### src/rtl/plugin_mem_responder_pkg.sv
// Shared types for the plugin memory responder.
// Holds the FSM state encoding and the full-word byte-enable constant.
package plugin_mem_responder_pkg;

  typedef enum logic [1:0] {
    ST_IDLE      = 2'd0,
    ST_ISSUE     = 2'd1,
    ST_WAIT_DATA = 2'd2,
    ST_RESP      = 2'd3
  } plugin_mem_state_t;

  localparam logic [3:0] RAM_WE_ALL = 4'b1111;

endpackage

### src/rtl/plugin_mem_responder.sv
// Serves one plugin word access at a time on a shared sync-RAM port,
// yielding to the CPU and answering with a single-cycle ready pulse.
module plugin_mem_responder
  import plugin_mem_responder_pkg::*;
#(
  parameter logic [31:0] BASE_ADDR    = 32'h0000_0000,
  parameter int unsigned SIZE_BYTES   = 65536,
  parameter int unsigned READ_LATENCY = 1
) (
  input  logic        clk,
  input  logic        reset,
  input  logic        plugin_req_i,
  input  logic        plugin_we_i,
  input  logic [31:0] plugin_addr_i,
  input  logic [31:0] plugin_wdata_i,
  output logic [31:0] plugin_rdata_o,
  output logic        plugin_ready_o,
  input  logic        cpu_busy_i,
  output logic        ram_en_o,
  output logic [3:0]  ram_we_o,
  output logic [31:0] ram_addr_o,
  output logic [31:0] ram_wdata_o,
  input  logic [31:0] ram_rdata_i,
  output logic        err_o,
  input  logic        err_clr_i,
  output logic [31:0] access_count_o
);

  localparam logic [31:0] LAST_OFF = 32'(SIZE_BYTES) - 32'd4;
  localparam logic [1:0]  LAT      = 2'(READ_LATENCY);

  if ((SIZE_BYTES % 4) != 0 || SIZE_BYTES < 4 || READ_LATENCY < 1 || READ_LATENCY > 3)
  begin : g_param_check
    $error("plugin_mem_responder: illegal SIZE_BYTES or READ_LATENCY");
  end

  plugin_mem_state_t r_state, w_state_next;

  logic        r_we;
  logic [31:0] r_addr;
  logic [31:0] r_wdata;
  logic [31:0] r_rdata;
  logic [1:0]  r_cnt;
  logic        r_legal;
  logic        r_err;
  logic [31:0] r_access_count;

  logic [31:0] w_offset;
  logic        w_illegal;

  // The lower-bound test keeps the subtraction from wrapping into the window.
  assign w_offset  = plugin_addr_i - BASE_ADDR;
  assign w_illegal = (plugin_addr_i[1:0] != 2'b00) ||
                     (plugin_addr_i < BASE_ADDR)   ||
                     (w_offset > LAST_OFF);

  assign plugin_rdata_o = r_rdata;
  assign err_o          = r_err;
  assign access_count_o = r_access_count;

  always_ff @(posedge clk or posedge reset) begin
    if (reset) r_state <= ST_IDLE;
    else       r_state <= w_state_next;
  end

  always_comb begin
    w_state_next   = r_state;
    plugin_ready_o = 1'b0;
    ram_en_o       = 1'b0;
    ram_we_o       = 4'b0000;
    ram_addr_o     = 32'h0;
    ram_wdata_o    = 32'h0;
    case (r_state)
      ST_IDLE: begin
        if (plugin_req_i) w_state_next = w_illegal ? ST_RESP : ST_ISSUE;
      end
      ST_ISSUE: begin
        if (!cpu_busy_i) begin
          ram_en_o     = 1'b1;
          ram_we_o     = r_we ? RAM_WE_ALL : 4'b0000;
          ram_addr_o   = r_addr - BASE_ADDR;
          ram_wdata_o  = r_wdata;
          w_state_next = r_we ? ST_RESP : ST_WAIT_DATA;
        end
      end
      ST_WAIT_DATA: begin
        if (r_cnt == 2'd1) w_state_next = ST_RESP;
      end
      ST_RESP: begin
        plugin_ready_o = 1'b1;
        w_state_next   = ST_IDLE;
      end
      default: w_state_next = ST_IDLE;
    endcase
  end

  always_ff @(posedge clk or posedge reset) begin
    if (reset) begin
      r_we           <= 1'b0;
      r_addr         <= 32'h0;
      r_wdata        <= 32'h0;
      r_rdata        <= 32'h0;
      r_cnt          <= 2'd0;
      r_legal        <= 1'b0;
      r_err          <= 1'b0;
      r_access_count <= 32'h0;
    end else begin
      if (err_clr_i) r_err <= 1'b0;
      case (r_state)
        ST_IDLE: begin
          if (plugin_req_i) begin
            r_we    <= plugin_we_i;
            r_addr  <= plugin_addr_i;
            r_wdata <= plugin_wdata_i;
            r_legal <= !w_illegal;
            if (w_illegal) begin
              r_err   <= 1'b1;
              r_rdata <= 32'h0;
            end
          end
        end
        ST_ISSUE: begin
          if (!cpu_busy_i) begin
            r_cnt <= LAT;
            if (r_we) r_rdata <= 32'h0;
          end
        end
        ST_WAIT_DATA: begin
          r_cnt <= r_cnt - 2'd1;
          if (r_cnt == 2'd1) r_rdata <= ram_rdata_i;
        end
        ST_RESP: begin
          if (r_legal) r_access_count <= r_access_count + 32'd1;
        end
        default: ;
      endcase
    end
  end

endmodule

### config.mk
export PLATFORM = sky130hd
export DESIGN_NAME = plugin_mem_responder
export DESIGN_NICKNAME = d
export VERILOG_FILES = /design/src/rtl/plugin_mem_responder_pkg.sv /design/src/rtl/plugin_mem_responder.sv
export SDC_FILE = /design/constraint.sdc
export NUM_CORES = 1
export LEC_CHECK = 0
export ABC_AREA = 1
export BUFFER_PORTS_ARGS = -buffer_cell sky130_fd_sc_hd__buf_2
export CAP_MARGIN = 20
export CORE_MARGIN = 3
export CORE_UTILIZATION = 50
export DETAILED_ROUTE_END_ITERATION = 8
export GPL_ROUTABILITY_DRIVEN = 0
export GPL_TIMING_DRIVEN = 0
export MAX_ROUTING_LAYER = met4
export PLACE_DENSITY = 0.83
export SYNTH_ARGS = -nofsm -noshare
export SYNTH_HDL_FRONTEND = slang
export SYNTH_SLANG_ARGS = --single-unit
### constraint.sdc
create_clock -name clk -period 5.54 [get_ports clk]
set_input_delay 0.831 -clock clk [delete_from_list [all_inputs] [get_ports clk]]
set_output_delay 0.831 -clock clk [all_outputs]
set_load 0.1 [all_outputs]
==> results by group, run 1 <==
Routing
  • Vias after detailed routing: 6098
  • DRT Pass-1 Iters: 4
  • ANT nets after route: 0
  • DRC: 0
  • Drt total wl: 16.6 mm
  • DRT iter0 DRCs: 350
  • Mean routed wirelength per cell: 13.1 um
  • Vias per std cell: 4.80

STA
  • Hold Fails Final Rpt: 0
  • Setup-failing EPs final: 0
  • Setup WS post-layout: 2.25 ns
  • Layout Skew: 0.00902 ns
  • Setup TNS Final: 0 ns
  • RSZ-0062 raised after global routing: false
  • Minimum clock period: 3.29 ns
  • Slew Viols, Final: 0
  • Worst slew pin tran: 0.565 ns
  • Relative slew slack: 62.3%
  • Tcrit/Tclk final: 59.3%
  • Max Clk Rate: 0.304 GHz
  • Min Hold Slack: 0.463 ns

Floorplanning
  • Core Area: 12700 um^2
  • Die H: 120 um
  • Die width: 120 um
  • Die footprint: 14500 um^2
  • # rows: 41
  • # IOs: 237
  • Starting Density: 51.5%

GRT
  • Total grt overflow: 0
  • First-pass GRT wire length: 26.8 mm
  • Total track usage: 23.8%
  • Antenna violations before repair: 1
  • Pin count of the biggest net entering global routing: 75
  • Vias in the first global route: 5667

Yosys
  • Post-synth top area cell: dfrtp_1
  • Average cell area after synthesis: 7.86 um^2
  • Async S/R FF share, synth: 100%
  • Post-synthesis cell count: 831
  • Top cells by area, synth: dfrtp_1 (52%), nand2_1 (14%), inv_1 (7.5%)
  • Seq cells post-synth: 135
  • Sequential cell area fraction in the yosys report: 51.7%
  • Top cell type's share of synthesized area: 51.7%
  • Post-Syn Area: 6530 um^2
  • EDFF count, synth: 0
  • YS warnings: 0
  • Count of cell types in the netlist: 27
  • Top_reg_cell synth: dfrtp_1
  • Syn_nets: 940

Cells and area
  • Layout overhead on the synthesized area: 30.9%
  • Nets@finish: 1196
  • Layout cells sized above 1: 28.2%

Placed design
  • Post-DP HPWL: 12.4 mm
  • Port Buf Inserts: 236
  • Setup Slack @ Placement: 2.52 ns

Clock network
  • Root Buffer: clkbuf_16
  • H-tree level count: 4
  • Post-cts resize count: 0
  • CTS tree: done
  • Clk buf depth: 2
  • Clock sink count: 135
  • Post-CTS Setup Bufs: 0
  • CTS buffer count: 17
  • Clock slew at reported path FFs: 0.05 ns
  • Clock latency on the worst-skew pair: 0.41 ns
  • Post-CTS Hold Fix Bufs: 0

Worst setup path
  • WP data arrival: 2.46 ns
  • Largest fanout on the critical path: 10
  • Crit. End Element: output pin
  • Worst Path Required: 4.71 ns
  • CP startpoint kind: flip-flop
  • Critical path class: flip-flop to output pin

Pwr
  • P_leak: 4.97 nW
  • Worst VDD drop: 424 uV
  • Power per cell area: 583 nW/um^2

Flow run
  • Max_cap viols: 0

Worst hold path
  • Worst hold path class: flip-flop to flip-flop

Run status
  • Outcome: completed
==> report_power, final <==
group,switching [W],total (W),internal [W]
clock,0.000391,0.00111,0.000723
sequential,0.000130,0.00146,0.00133
combinational,0.00191,0.00241,0.000505
==> metal layers <==
metal,up-vias,track usage [%],share of wire (%)
met5,-,-,0
met4,0,7.51,2.1
met3,28,5.61,5.4
met2,183,37.9,49
met1,2850,30.4,43
li1,3037,-,-
==> critical path, cell delays in order, from the launching register on <==
cell	delay, ns
dfrtp_1	0.41
inv_1	0.13
ha_1	0.22
inv_1	0.07
nor2_1	0.15
inv_1	0.07
buf_2	0.20
buf_2	0.22
nor2_1	0.13
buf_2	0.46
==> flip-flops by register name, indices dropped and copies added (netlist names) <==
name,flops
access_count_o,32
err_o,1
plugin_rdata_o,32
r_addr,32
r_cnt,2
r_legal,1
r_state,2
r_wdata,32
r_we,1
==> metrics by stage <==
step                util (%)  instances  total power (W)  cell area (um^2)
finish                  67.5       1271          0.00498              8550
global route            67.5       1271          0.00528              8550
CTS                     67.4       1270          0.00502              8550
detailed placement      62.8       1240          0.00389              7960
global placement        62.6       1239          0.00384              7930
floorplan                  -        831          0.00343              6530
==> layout make-up <==
cell class	instances	area (um^2)
Antenna cell	1	2.50
Fill cell	1099	4120
Buffer	36	201
Sequential cell	135	3380
Clock buffer	21	460
Inverter	132	500
Tap cell	172	215
Timing Repair Buffer	237	1210
Clock inverter	9	126
Multi-Input combinational cell	528	2450
==> cells by family (layout without fill, tap and decap cells) <==
family                   after synthesis  after routing  share of synthesized area [%]
adder cells (fa/ha/maj)                7              7                           1.34
flip-flops                           135            135                           51.7
buffers and inverters                168            435                           10.7
AND/OR/NAND/NOR                      427            427                           27.6
other                                  0              1                              0
XOR/XNOR                              18             18                           2.41
AO/OA/AOI/OAI                         76             76                           6.19
==> cell usage after synthesis (8+ instances only) <==
library cell,n
inv_1,130
nand3_1,49
o21ai_0,69
xnor2_1,8
clkbuf_1,11
xor2_1,10
dfrtp_1,135
buf_2,11
nand4_1,11
buf_4,14
nand2_1,243
nor2_1,97
==> layout by cell type (no fill, tap or decap), types with 6 or more instances in the layout <==
cell type and instances:
nor2_4 6, o21ai_0 69, clkbuf_16 17, xor2_1 10, dfrtp_1 135, buf_4 14, xnor2_1 8, ha_1 7
nor2_1 97, inv_1 129, nand4_1 11, nand3b_1 7, clkbuf_1 13, buf_2 247, nand3_1 49, nand2_1 243
==> final timing paths <==
check	start	to	slack, ns	cells past startpoint
setup reg to reg	r_state[0]$_DFFE_PP0P_	r_wdata[20]$_DFFE_PP0P_	3.76	6
max in group asynchronous	reset	r_state[1]$_DFFE_PP0P_	4.30	3
hold / removal	plugin_rdata_o[11]$_DFFE_PP0P_	plugin_rdata_o[11]$_DFFE_PP0P_	0.46	2
setup / recovery	r_state[1]$_DFFE_PP0P_	ram_addr_o[22]	2.25	9
hold reg to reg	plugin_rdata_o[11]$_DFFE_PP0P_	plugin_rdata_o[11]$_DFFE_PP0P_	0.46	2
min in group asynchronous	reset	access_count_o[25]$_DFFE_PP0P_	0.49	2
Power figures use the tool's default switching activity.
==> inputs of run 2 (changes only) <==
- CORE_UTILIZATION: 50 -> 45
- PLACE_DENSITY: 0.83 -> 0.79
- clock period: 5.54 -> 2.8 ns (I/O delays scaled with it)
==> results by group, run 2 (synthesis gave the netlist of run 1 again) <==
Floorplanning
  • # rows: 43 (was 41)
  • # IOs: 237 (unchanged)
  • Core Area: 14000 um^2 (was 12700 um^2)
  • Starting Density: 46.5% (was 51.5%)
  • Die H: 126 um (was 120 um)
  • Die width: 126 um (was 120 um)
  • Die footprint: 16000 um^2 (was 14500 um^2)

Pwr
  • P_leak: 4.98 nW (was 4.97 nW)
  • Power per cell area: 1140 nW/um^2 (was 583 nW/um^2)
  • Worst VDD drop: 758 uV (was 424 uV)
  • Tot Pwr: 0.0101 W (was 0.00498 W)

Worst setup path
  • CP startpoint kind: flip-flop (unchanged)
  • Worst R2R End: r_addr[1]$_DFFE_PP0P_ (was r_wdata[20]$_DFFE_PP0P_)
  • R2R cell count: 7 (was 6)
  • Worst Path Required: 2.38 ns (was 4.71 ns)
  • Critical path class: flip-flop to output pin (unchanged)
  • WP data arrival: 2.22 ns (was 2.46 ns)
  • Largest fanout on the critical path: 10 (unchanged)
  • FF-to-FF setup slack: 0.96 ns (was 3.76 ns)
  • Crit. End Element: output pin (unchanged)
  • Worst r2r src: r_state[0]$_DFFE_PP0P_ (unchanged)

STA
  • Layout Skew: 0.00772 ns (was 0.00902 ns)
  • Tcrit/Tclk final: 94.4%
  • Minimum clock period: 2.64 ns
  • Setup-failing EPs final: 0 (unchanged)
  • Max Clk Rate: 0.379 GHz
  • Worst slew pin tran: 0.508 ns (was 0.565 ns)
  • Relative slew slack: 66.4% (was 62.3%)
  • Min Hold Slack: 0.0231 ns (was 0.463 ns)
  • Hold Fails Final Rpt: 0 (unchanged)
  • Slew Viols, Final: 0 (unchanged)

GRT
  • First-pass GRT wire length: 27.5 mm (was 26.8 mm)
  • Vias in the first global route: 5817 (was 5667)
  • Antenna violations before repair: 0 (was 1)
  • Pin count of the biggest net entering global routing: 43 (was 75)
  • Total track usage: 21.7% (was 23.8%)
  • Total grt overflow: 0 (unchanged)

Routing
  • ANT nets after route: 0 (unchanged)
  • Mean routed wirelength per cell: 13.1 um (about the same)
  • Drt total wl: 16.8 mm (was 16.6 mm)
  • DRT Pass-1 Iters: 5 (was 4)
  • Vias per std cell: 4.72 (was 4.80)
  • Vias after detailed routing: 6051 (was 6098)
  • DRC: 0 (unchanged)
  • DRT iter0 DRCs: 383 (was 350)

Clock network
  • Clk buf depth: 2 (unchanged)
  • CTS buffer count: 17 (unchanged)
  • Clock slew at reported path FFs: 0.06 ns (was 0.05 ns)
  • CTS tree: done (unchanged)
  • Clock sink count: 135 (unchanged)
  • Clock latency on the worst-skew pair: 0.41 ns (about the same)
  • Post-CTS Hold Fix Bufs: 0 (unchanged)
  • Root Buffer: clkbuf_16 (unchanged)
  • H-tree level count: 4 (unchanged)

Flow run
  • Max_cap viols: 0 (unchanged)

Cells and area
  • Final instance area: 8850 um^2 (was 8550 um^2)
  • Fillers: 1243 (was 1099)
  • Layout overhead on the synthesized area: 35.6% (was 30.9%)
  • ANT cells: 0 (was 1)
  • Commonest non-fill, non-tap cell in the layout: nand2_1 (was buf_2)
  • Most frequent cells in the layout: nand2_1 (243), buf_2 (187), dfrtp_1 (135), inv_1 (129), nor2_1 (86) (was buf_2 (247), nand2_1 (243), dfrtp_1 (135), inv_1 (129), nor2_1 (97))
  • Nets@finish: 1198 (was 1196)
  • Layout cells sized above 1: 29.8% (was 28.2%)

Placed design
  • Port Buf Inserts: 236 (unchanged)
  • Post-Place Cell Area: 8030 um^2 (was 7960 um^2)
  • Post-DP HPWL: 12.5 mm (was 12.4 mm)

Worst hold path
  • Worst hold path class: input port to asynchronous set/reset pin (was flip-flop to flip-flop)

Run status
  • Outcome: completed (unchanged)
run 2: power breakdown:
part	internal [W]	total, W	switching, W
logic	0.00108	0.00490	0.00382
clock network	0.00149	0.00233	0.000838
registers	0.00262	0.00289	0.000266
total	0.00519	0.0101	0.00492
run 2: what timing repair did:
action | in CTS | in global routing
buffers inserted | 0 | 0
endpoints found under the setup margin | 15 | 60
cloned | 0 | 0
gates resized for setup | 15 | 91
run 2: area by class of cell:
class / count / area (um^2) / share of cell area, %
timing repair buffer: 239 / 1430 / 16.2
buffer: 36 / 201 / 2.28
clock inverter: 15 / 201 / 2.28
clock buffer: 17 / 425 / 4.80
multi-input combinational: 528 / 2490 / 28.1
sequential: 135 / 3380 / 38.2
tap: 180 / 225 / 2.54
inverter: 132 / 499 / 5.64
run 2: stage by stage:
stage	TNS (ns)	setup slack [ns]	instances	util, %
6_report	0	0.158	1282	63.0
4_1_cts	0	0.000978	1282	61.9
3_5_place_dp	0	0.368	1250	57.2
3_3_place_gp	-19.89	-0.156	1247	56.7
5_1_grt	-0.0973	-0.0429	1282	63.0
2_1_floorplan	-33.95	-0.585	831	-
run 2: worst max path at each step:
| stage | from | end | slack, ns | cells after the start |
|---|---|---|---|---|
| 6_report | r_state[1]$_DFFE_PP0P_ | ram_addr_o[21] | 0.16 | 9 |
| 5_1_grt | r_state[1]$_DFFE_PP0P_ | ram_addr_o[12] | -0.04 | 9 |
| 4_1_cts | r_state[1]$_DFFE_PP0P_ | ram_wdata_o[23] | 0.001 | 9 |
| 3_5_place_dp | r_state[1]$_DFFE_PP0P_ | ram_wdata_o[20] | 0.37 | 9 |
| 3_3_place_gp | reset | r_wdata[1]$_DFFE_PP0P_ | -0.16 | 2 |
| 2_1_floorplan | r_state[1]$_DFFE_PP0P_ | ram_addr_o[0] | -0.59 | 8 |
run 2: worst max-delay path, cell delays in order, from the launching register on:
cell and delay [ns]:
dfrtp_1 0.41, inv_1 0.13, ha_2 0.22, inv_1 0.08, nor2_4 0.08, inv_1 0.05
buf_2 0.19, buf_2 0.21, nor2_2 0.11, clkbuf_4 0.34
run 2: routing by layer:
metal	part of all wire (%)	routed length (um)	global-route usage, %
met1	43	7160	27.4
met2	50	8330	35.0
met3	6.0	1000	5.52
met4	1.9	324	6.06
met5	0	0	-
==> inputs of run 3 (changes only) <==
- CORE_MARGIN: 3 -> 4
- CORE_UTILIZATION: 45 -> 47
- CTS_BUF_LIST: not set -> sky130_fd_sc_hd__clkbuf_4
- PLACE_DENSITY: 0.79 -> 0.81
==> results by group, run 3 (synthesis gave the netlist of run 1 again) <==
Run status
  • Outcome: completed (unchanged)

STA
  • Worst slew pin tran: 0.631 ns (was 0.508 ns)
  • Min Hold Slack: 0.0710 ns (was 0.0231 ns)
  • Setup-failing EPs final: 0 (unchanged)
  • Slew Viols, Final: 0 (unchanged)
  • Max Clk Rate: 0.380 GHz (was 0.379 GHz)
  • Tcrit/Tclk final: 94.0% (was 94.4%)
  • Minimum clock period: 2.63 ns (was 2.64 ns)
  • Relative slew slack: 57.9% (was 66.4%)
  • Hold Fails Final Rpt: 0 (unchanged)
  • Layout Skew: 0.0179 ns (was 0.00772 ns)
  • Setup WS post-layout: 0.167 ns (was 0.158 ns)
  • RSZ-0062 raised after global routing: false

Worst setup path
  • Crit. End Element: output pin (unchanged)
  • Worst Path Required: 2.38 ns (about the same)
  • Critical path class: flip-flop to output pin (unchanged)
  • Largest fanout on the critical path: 10 (unchanged)
  • CP startpoint kind: flip-flop (unchanged)
  • WP data arrival: 2.21 ns (was 2.22 ns)

GRT
  • Vias in the first global route: 6051 (was 5817)
  • First-pass GRT wire length: 29.0 mm (was 27.5 mm)
  • Pin count of the biggest net entering global routing: 44 (was 43)
  • Total track usage: 23.1% (was 21.7%)
  • Total grt overflow: 0 (unchanged)
  • Antenna violations before repair: 1 (was 0)

Worst hold path
  • Worst hold path class: input port to flip-flop (was input port to asynchronous set/reset pin)

Routing
  • DRT iter0 DRCs: 322 (was 383)
  • Vias after detailed routing: 6172 (was 6051)
  • DRC: 0 (unchanged)
  • Mean routed wirelength per cell: 13.7 um (was 13.1 um)
  • Vias per std cell: 4.82 (was 4.72)
  • ANT nets after route: 0 (unchanged)
  • DRT Pass-1 Iters: 6 (was 5)
  • Drt total wl: 17.6 mm (was 16.8 mm)

Floorplanning
  • # IOs: 237 (unchanged)
  • Die width: 126 um (about the same)
  • # rows: 42 (was 43)
  • Die H: 126 um (about the same)
  • Core Area: 13400 um^2 (was 14000 um^2)
  • Starting Density: 48.7% (was 46.5%)
  • Die footprint: 15800 um^2 (was 16000 um^2)

Pwr
  • Worst VDD drop: 744 uV (was 758 uV)
  • Switching portion of total power: 51.8% (was 48.7%)
  • Tot Pwr: 0.00934 W (was 0.0101 W)
  • P_leak: 4.91 nW (was 4.98 nW)
  • Power share of the combinational group: 54.1% (was 48.4%)
  • Int Pwr: 0.00450 W (was 0.00519 W)
  • P_sw: 0.00484 W (was 0.00492 W)
  • Power per cell area: 1070 nW/um^2 (was 1140 nW/um^2)
  • Seq pwr share: 30.8% (was 28.5%)
  • Part of the power in the clock network: 15.1% (was 23.1%)

Placed design
  • Post-DP HPWL: 12.9 mm (was 12.5 mm)
  • Port Buf Inserts: 236 (unchanged)
  • Setup Slack @ Placement: 0.358 ns (was 0.368 ns)

Cells and area
  • Layout cells sized above 1: 30.7% (was 29.8%)
  • Register area: 3380 um^2 (unchanged)
  • Area of the multi-input gates: 2530 um^2 (was 2490 um^2)
  • Most frequent cells in the layout: nand2_1 (243), buf_2 (180), dfrtp_1 (135), inv_1 (128), nor2_1 (74) (was nand2_1 (243), buf_2 (187), dfrtp_1 (135), inv_1 (129), nor2_1 (86))
  • Fillers: 1136 (was 1243)
  • Layout overhead on the synthesized area: 34.3% (was 35.6%)
  • Nets@finish: 1200 (was 1198)
  • Commonest non-fill, non-tap cell in the layout: nand2_1 (unchanged)

Clock network
  • CTS tree: done (unchanged)
  • Clock slew at reported path FFs: 0.10 ns (was 0.06 ns)
  • Clock latency on the worst-skew pair: 0.53 ns (was 0.41 ns)
  • H-tree level count: 4 (unchanged)
  • Clock sink count: 135 (unchanged)
  • CTS buffer count: 17 (unchanged)
  • Root Buffer: clkbuf_4 (was clkbuf_16)
  • Clk buf depth: 2 (unchanged)

Flow run
  • Max_cap viols: 0 (unchanged)
==> run 3: repair_timing <==
action                                 4_1_cts  5_1_grt
gates resized for setup                     93       49
setup endpoints to repair                   60       62
endpoints found under the hold margin       25        0
buffers inserted                             1        0
hold buffers                                 1        0
gates cloned                                 0        0
==> run 3: power by group through the flow <==
| stage | clock (W) | combinational [W] | sequential (W) |
|---|---|---|---|
| 2_1_floorplan | 0 | 0.00278 | 0.00402 |
| 3_3_place_gp | 0 | 0.00474 | 0.00289 |
| 3_5_place_dp | 0 | 0.00485 | 0.00291 |
| 4_1_cts | 0.00144 | 0.00499 | 0.00288 |
| 5_1_grt | 0.00152 | 0.00547 | 0.00296 |
| 6_report | 0.00141 | 0.00505 | 0.00288 |
==> run 3: final cells by class <==
cell class / count / area share (%)
clock inverter: 11 / 1.78
inverter: 132 / 5.69
tap: 176 / 2.51
buffer: 36 / 2.50
timing repair buffer: 241 / 18.4
clock buffer: 20 / 1.71
multi-input combinational: 528 / 28.9
antenna: 1 / 0.0285
sequential: 135 / 38.5
==> run 3: worst paths after layout <==
path | from | end | slack [ns] | depth (start not counted)
setup / recovery | r_state[1]$_DFFE_PP0P_ | ram_addr_o[2] | 0.17 | 9
min in group asynchronous | reset | access_count_o[29]$_DFFE_PP0P_ | 0.51 | 3
hold / removal | err_clr_i | err_o$_DFF_PP0_ | 0.07 | 2
hold reg to reg | plugin_rdata_o[17]$_DFFE_PP0P_ | plugin_rdata_o[17]$_DFFE_PP0P_ | 0.48 | 2
max in group asynchronous | reset | plugin_rdata_o[30]$_DFFE_PP0P_ | 1.47 | 5
setup reg to reg | r_state[0]$_DFFE_PP0P_ | r_wdata[29]$_DFFE_PP0P_ | 0.90 | 7
==> run 3: worst max-delay path: stages, from the launching register on <==
cell and delay (ns):
dfrtp_1 0.41, inv_2 0.10, ha_4 0.15, inv_1 0.07, nor2_4 0.08, inv_1 0.06
clkbuf_4 0.20, buf_4 0.20, nor2_1 0.17, buf_6 0.25
==> run 3: routing by layer <==
metal | GRT usage [%] | part of all wire (%)
met1 | 29.3 | 41
met2 | 36.7 | 49
met3 | 4.78 | 6.1
met4 | 9.09 | 3.5
met5 | - | 0
==> run 3: per-stage QoR <==
step / instance area [um^2] / util [%] / cells / setup TNS, ns
2_1_floorplan: 6560 / - / 831 / -33.95
3_3_place_gp: 7960 / 59.4 / 1243 / -18.90
3_5_place_dp: 8020 / 59.9 / 1246 / 0
4_1_cts: 8610 / 64.2 / 1279 / 0
5_1_grt: 8770 / 65.4 / 1280 / 0
6_report: 8770 / 65.4 / 1280 / 0
